===== config.mk =====
export PLATFORM = sky130hd
export DESIGN_NAME = dac_spi_config
export DESIGN_NICKNAME = d
export VERILOG_FILES = /design/src/rtl/dac_spi_config.sv
export SDC_FILE = /design/constraint.sdc
export NUM_CORES = 1
export LEC_CHECK = 0
export ABC_AREA = 1
export BUFFER_PORTS_ARGS = -buffer_cell sky130_fd_sc_hd__buf_2
export CORE_MARGIN = 8
export CORE_UTILIZATION = 40
export DETAILED_ROUTE_END_ITERATION = 10
export MAX_ROUTING_LAYER = met4
export PLACE_DENSITY = 0.61
export SETUP_SLACK_MARGIN = 0.4
export SLEW_MARGIN = 20
export SYNTH_ARGS = -nofsm -noshare
export SYNTH_HDL_FRONTEND = slang
export SYNTH_SLANG_ARGS = --single-unit

===== constraint.sdc =====
create_clock -name clk -period 1.5 [get_ports clk]
set_input_delay 0 -clock clk [delete_from_list [all_inputs] [get_ports clk]]
set_output_delay 0 -clock clk [all_outputs]
set_load 0.005 [all_outputs]

===== src/rtl/dac_spi_config.sv =====
// DAC bring-up sequencer: pulses the DAC hardware reset, then writes four table
// entries over 3-wire SPI. Define DAC_SPI_READBACK_EN to add per-entry readback checking.
module dac_spi_config #(
  parameter int unsigned CLK_DIV    = 4,
  parameter int unsigned RST_CYCLES = 64,
  parameter logic [15:0] REG0       = 16'h0000,
  parameter logic [15:0] REG1       = 16'h0000,
  parameter logic [15:0] REG2       = 16'h0000,
  parameter logic [15:0] REG3       = 16'h0000
) (
  input  logic clk,
  input  logic rst,
  input  logic start,
  output logic busy,
  output logic done,
  output logic err,
  output logic rst_out,
  output logic csb,
  output logic sclk,
  output logic sdio,
  input  logic sdo
);

  typedef enum logic [2:0] {
    IDLE, RST_ASSERT, RST_WAIT, LOAD, SHIFT, GAP, CHECK, FIN
  } state_t;

  localparam int unsigned RW       = (RST_CYCLES > 1) ? $clog2(RST_CYCLES) : 1;
  localparam logic [RW-1:0] RST_LAST = RW'(RST_CYCLES - 1);
  localparam logic [7:0]    DIV_LAST = 8'(CLK_DIV - 1);

  state_t        state;
  logic [RW-1:0] rcnt;
  logic [7:0]    div;
  logic [5:0]    hp;     // half-period index within a frame (0 = lead-in, 32 = tail)
  logic [1:0]    idx;
  logic [15:0]   shreg;
  logic [12:0]   cur;
  logic [15:0]   frame;
  logic          rd_bit;

  function automatic logic [12:0] entry(input logic [1:0] i);
    case (i)
      2'd0:    entry = REG0[12:0];
      2'd1:    entry = REG1[12:0];
      2'd2:    entry = REG2[12:0];
      default: entry = REG3[12:0];
    endcase
  endfunction

`ifdef DAC_SPI_READBACK_EN
  logic       rd;
  logic [7:0] rx;
  logic       err_q;
  assign rd_bit = rd;
  assign err    = err_q;
`else
  logic sdo_unused;
  assign sdo_unused = sdo;
  assign rd_bit     = 1'b0;
  assign err        = 1'b0;
`endif

  always_comb begin
    cur   = entry(idx);
    frame = {rd_bit, 2'b00, cur[12:8], rd_bit ? 8'h00 : cur[7:0]};
  end

  always_ff @(posedge clk) begin
    if (rst) begin
      state   <= IDLE;
      busy    <= 1'b0;
      done    <= 1'b0;
      rst_out <= 1'b0;
      csb     <= 1'b1;
      sclk    <= 1'b0;
      sdio    <= 1'b0;
      rcnt    <= '0;
      div     <= '0;
      hp      <= '0;
      idx     <= '0;
      shreg   <= '0;
`ifdef DAC_SPI_READBACK_EN
      rd      <= 1'b0;
      rx      <= '0;
      err_q   <= 1'b0;
`endif
    end else begin
      case (state)
        IDLE, FIN: if (start) begin
          state   <= RST_ASSERT;
          busy    <= 1'b1;
          done    <= 1'b0;
          rst_out <= 1'b1;
          rcnt    <= '0;
`ifdef DAC_SPI_READBACK_EN
          err_q   <= 1'b0;
`endif
        end
        RST_ASSERT: if (rcnt == RST_LAST) begin
          rcnt    <= '0;
          rst_out <= 1'b0;
          state   <= RST_WAIT;
        end else begin
          rcnt <= rcnt + 1'b1;
        end
        RST_WAIT: if (rcnt == RST_LAST) begin
          rcnt  <= '0;
          idx   <= '0;
          state <= LOAD;
`ifdef DAC_SPI_READBACK_EN
          rd    <= 1'b0;
`endif
        end else begin
          rcnt <= rcnt + 1'b1;
        end
        LOAD: begin
          shreg <= frame;
          sdio  <= frame[15];
          csb   <= 1'b0;
          div   <= '0;
          hp    <= '0;
          state <= SHIFT;
        end
        // Even half-periods are sclk-low, odd are sclk-high; data moves on each fall.
        SHIFT: if (div == DIV_LAST) begin
          div <= '0;
          if (hp == 6'd32) begin
            csb   <= 1'b1;
            sdio  <= 1'b0;
            hp    <= '0;
            state <= GAP;
          end else begin
            hp <= hp + 1'b1;
            if (!hp[0]) begin
              sclk <= 1'b1;
`ifdef DAC_SPI_READBACK_EN
              if (rd && hp >= 6'd16) rx <= {rx[6:0], sdo};
`endif
            end else begin
              sclk  <= 1'b0;
              shreg <= {shreg[14:0], 1'b0};
              sdio  <= shreg[14];
            end
          end
        end else begin
          div <= div + 1'b1;
        end
        GAP: if (div == DIV_LAST) begin
          div <= '0;
          if (hp == 6'd0) begin
            hp <= 6'd1;
          end else begin
            hp <= '0;
`ifdef DAC_SPI_READBACK_EN
            if (!rd) begin
              rd    <= 1'b1;
              state <= LOAD;
            end else begin
              state <= CHECK;
            end
`else
            if (idx == 2'd3) begin
              busy  <= 1'b0;
              done  <= 1'b1;
              state <= FIN;
            end else begin
              idx   <= idx + 1'b1;
              state <= LOAD;
            end
`endif
          end
        end else begin
          div <= div + 1'b1;
        end
`ifdef DAC_SPI_READBACK_EN
        CHECK: begin
          rd <= 1'b0;
          if (rx != cur[7:0] || idx == 2'd3) begin
            err_q <= (rx != cur[7:0]);
            busy  <= 1'b0;
            done  <= 1'b1;
            state <= FIN;
          end else begin
            idx   <= idx + 1'b1;
            state <= LOAD;
          end
        end
`endif
        default: state <= IDLE;
      endcase
    end
  end

endmodule

======== Yosys cells after proc, flatten, opt, wreduce, memory -nomap -nowiden ========
Index checks and enable logic that the tools add are counted.
operators by class
  bitwise logic cells ..................... 1
  equal/unequal tests ..................... 22
  reduce and logical (&&, ||, !) cells .... 22
  multiplexer cells ....................... 48
  $add $sub $neg .......................... 4
operators by type and width
  cell                                                  number
  two-way mux 15 bit                                    3
  two-way mux 6 bit                                     5
  one-hot mux 15 bit (2 select lines)                   1
  two-way mux 3 bit                                     8
  inequality test 2 bit (second input constant)         11
  one-hot mux 3 bit (6 select lines)                    1
  one-hot mux 6 bit (3 select lines)                    1
  two-way mux 1 bit                                     16
  one-hot mux 8 bit (2 select lines)                    1
  AND reduction 3 bit                                   5
  adder 6 x 1 -> 6 bit (second input constant)          2
  equality test 6 bit (second input constant)           2
  one-hot mux 6 bit (2 select lines)                    1
  nonzero test 2 bit                                    6
  one-hot mux 1 bit (2 select lines)                    5
  AND reduction 5 bit                                   2
  equality test 3 bit (second input constant)           3
  adder 8 x 1 -> 8 bit (second input constant)          1
  equality test 8 x 2 -> 1 bit (second input constant)  1
  two-way mux 2 bit                                     4
  two-way mux 8 bit                                     1
  AND reduction 7 bit                                   1
  equality test 3 x 2 -> 1 bit (second input constant)  2
  zero test 6 bit                                       1
  11 further kinds                                      13
word-level totals
  register bits ........................... 46

======== Depth between registers and ports, before layout ========
  depth after elaboration ................. 5
  mapped depth ............................ 11

======== Least setup slack after synthesis ========
OpenSTA, ideal clock, no wires.
  path type ............................... reg2reg
  from .................................... reg div[0]
  to ...................................... reg state[0]
  data arrival time ....................... 1296 ps
  path buffers ............................ 0
  setup time .............................. 113 ps
  data required time ...................... 1387 ps
  setup slack ............................. 91 ps
  cell stages (with the launch flop) ...... 9
  cell sequence ........................... dfxtp_1 > ha_1 > nand2_1 > nor2_2 > nand2_1 > a21oi_1 > nand2_2 > nor2_1 > nor2_1
on the way
  cells in the longest elaborated chain, start to end .. 3
  elaborated cells on any way between the ends .. 4
ends and longest elaborated chain
  item                               RTL line  text
  start: declaration                 34        logic [7:0] div;
  start signal: assignment           147       div <= div + 1'b1;
  start signal: assignment           174       div <= div + 1'b1;
  equality test 8 x 2 -> 1 bit (*)   126, 149
  inequality test 2 bit (no line)    -
  AND reduction 7 bit (no line) (*)  -
  end signal: assignment             123       state <= SHIFT;
  end signal: assignment             132       state <= GAP;
  end signal: assignment             166       state <= FIN;
  end: declaration                   32        state_t state;
Mark *: on every way between the ends. The rest lies on a longest branch, timed or not.
A chain may end at the register's enable or synchronous reset.

======== Final worst setup path ========
  from .................................... reg div[5]
  to ...................................... reg state[1]
Same word-level chain as after synthesis.

==> reports/metrics.cfg <==
[power]
p_leak_uw=0.000911
cellPowerDensity_mw_per_mm2=1340
fin_total_pwr_uw=2940
ir_drop_v=0.000565

[placement]
placed_area_mm2=0.00187
gp_congestion=0.843
pre_cts_slack_ns=0.0415
place_hpwl_um=2640
io_buffers=7

[cells_and_area]
final_common_cell=nand2_1
nFillCells=405
nNetsFinal=289
drive_gt1_share_pct=34.5
final_area_mm2=0.00219
syn_to_final_growth_pct=31.2
utilization_pct=54.7
final_cell_mix=57 x nand2_1, 28 x nor2_1, 21 x buf_4, 20 x a21oi_1, 20 x dfxtp_1
diodes=0

[critical_path]
path_cells=nor2_1 > nand2_1 > nor2_4 > buf_4 > nor2_1 > nor2_2 > nand2_2 > nand2_1 > nand2_1 > nor2_1
critPathSlowestCell=dfxtp_2
required_ns=1.72
startpoint_type=flip-flop
crit_fanout=6
arrival_ns=1.63
path_delay_family=simple AND/OR/NAND/NOR gates
crit_path_max_incr_delay_ns=0.34
setup.worst_path.class=flip-flop to flip-flop
cp-end-kind=flip-flop
path_buf_inv=1

[floorplan]
fp.dieW_um=80.6
io_pins=11
rows=23
initial_core_util_pct=41.7
core_area_mm2=0.00400
die-area_mm2=0.00649
dieHeight_um=80.6

[yosys]
syn_area_mm2=0.00167
yosysSeqAreaShare_pct=36.0
syn-instance-count=245
synth_seq_cells=30
yosys.cell_types.count=29
avgSynthCellArea_um2=6.80
yosys_warnings=0

[clock_network]
clk_pin_slew_ns=0.06
numCtsBuffers=5
clock-root-buffer=clkbuf_8
cts_tree=done
htree_levels=2
cts_buffer_depth=2
cts.sinks=30
clkLatencyLatePin_ns=0.29

[sta]
hold_slack_ns=0.0500
finClkSkew_ns=0.00504
max_freq_ghz=0.708
fin_ws_ns=0.0881
grt_setup_unrepaired=true
period_share_pct=94.1
slew_violations=0
period_minus_slack_ns=1.41
setup_viol_count_final=0
hold_viol_final=0

[drt]
ant_nets=0
wl_um=3910
first_pass_iters=4
drc=0
drt_iter0_drc=95
via_per_inst=4.89
vias=1619
routedWlPerCell_um=11.8

[status]
status=finished clean

[global_routing]
grt_max_degree=21
grtUsageTotal_pct=13.1
antenna_found_initial=0
grt-ovfl-total=0
grt_pass1_vias=1506
grt_pass1_wl_um=6490

[run]
maxCapViolCount=0

[hold_path]
hp-class=input port to flip-flop

[final cells by class]
type	count	area (µm²)	share of cell area, %
Timing Repair Buffer	30	224	10.2
Clock inverter	1	5.00	0.229
Inverter	26	103	4.69
Sequential cell	30	621	28.4
Clock buffer	7	86.3	3.95
Multi-Input combinational cell	187	1090	49.7
Tap cell	50	62.6	2.86
[power breakdown]
part	total, µW	internal (µW)	switching [µW]
logic	1230	498	734
clock network	676	369	307
registers	1030	912	118
total	2940	1780	1160
[logic make-up (layout without fill, tap and decap cells)]
logic type                 after synthesis  in the layout  share of synthesized area [%]
other                                    1              2                          0.225
xor gates and xnor gates                 2              2                           1.05
AOI/OAI and AO/OA                       36             36                           12.3
and+or+nand+nor                        141            142                           39.4
buffers and inverters                   30             64                           7.21
adders and majority gates                5              5                           3.75
DFF                                     30             30                           36.0
[cells in the mapped netlist]
cell type	n	area share, %
o21ai_0	5	1.5
nor2_2	6	2.3
nand3_1	19	5.7
or2_2	2	0.75
a21oi_1	21	6.3
xor2_1	2	1.1
inv_1	20	4.5
ha_1	5	3.8
buf_4	2	0.90
clkbuf_1	2	0.45
a21o_1	1	0.45
conb_1	1	0.23
a31oi_2	1	0.75
dfxtp_1	30	36
nand2_2	4	1.5
o22ai_1	1	0.38
clkinv_1	1	0.23
nand4_1	6	2.3
o21ai_1	2	0.60
nor2_1	31	7.0
nand2_1	64	14
o31ai_1	2	0.90
nor2_8	1	1.2
inv_2	5	1.1
nand3b_1	3	1.4
nor2_4	4	2.7
a211oi_1	2	0.90
o21ai_2	1	0.53
nor3_1	1	0.30
[metrics by stage]
stage | TNS (ns) | cells
after detailed placement | 0 | 305
final | 0 | 331
after global routing | -0.00284 | 331
after floorplan | 0 | 246
after global placement | 0 | 305
after CTS | 0 | 326
[state kept, by name (all words and copies together), names as in the netlist]
signal / count
sclk: 1
done: 1
idx: 2
div: 8
state: 3
rst_out: 1
hp: 6
busy: 1
rcnt: 6
csb: 1
[metal layers]
metal / vias up / wire length (µm) / global-route usage, %
met5: - / 0 / -
met4: 0 / 69 / 6.18
met3: 7 / 139 / 3.91
met2: 17 / 1910 / 21.6
met1: 727 / 1790 / 14.1
li1: 868 / - / -
[worst paths after layout]
| check | start | to | slack, ns | cells after the start |
|---|---|---|---|---|
| setup / recovery | div[5] | state[1] | 0.09 | 10 |
| hold / removal | start | rst_out | 0.05 | 3 |
| setup reg to reg | div[5] | state[1] | 0.09 | 10 |
| hold reg to reg | rst_out | rst_out | 0.45 | 2 |
[worst register-to-register path, stage by stage, from the launching register on]
cell	delay [ns]
dfxtp_2	0.34
nor2_1	0.10
nand2_1	0.12
nor2_4	0.20
buf_4	0.14
nor2_1	0.04
nor2_2	0.11
nand2_2	0.09
nand2_1	0.08
nand2_1	0.05
nor2_1	0.09
[timing repair]
action,4_1_cts,5_1_grt
setup endpoints to repair,29,30
hold buffers,0,0
gates cloned,1,0
pin swaps,13,13
gates resized for setup,10,12
buffers inserted,12,5
Power figures use the tool's default switching activity.
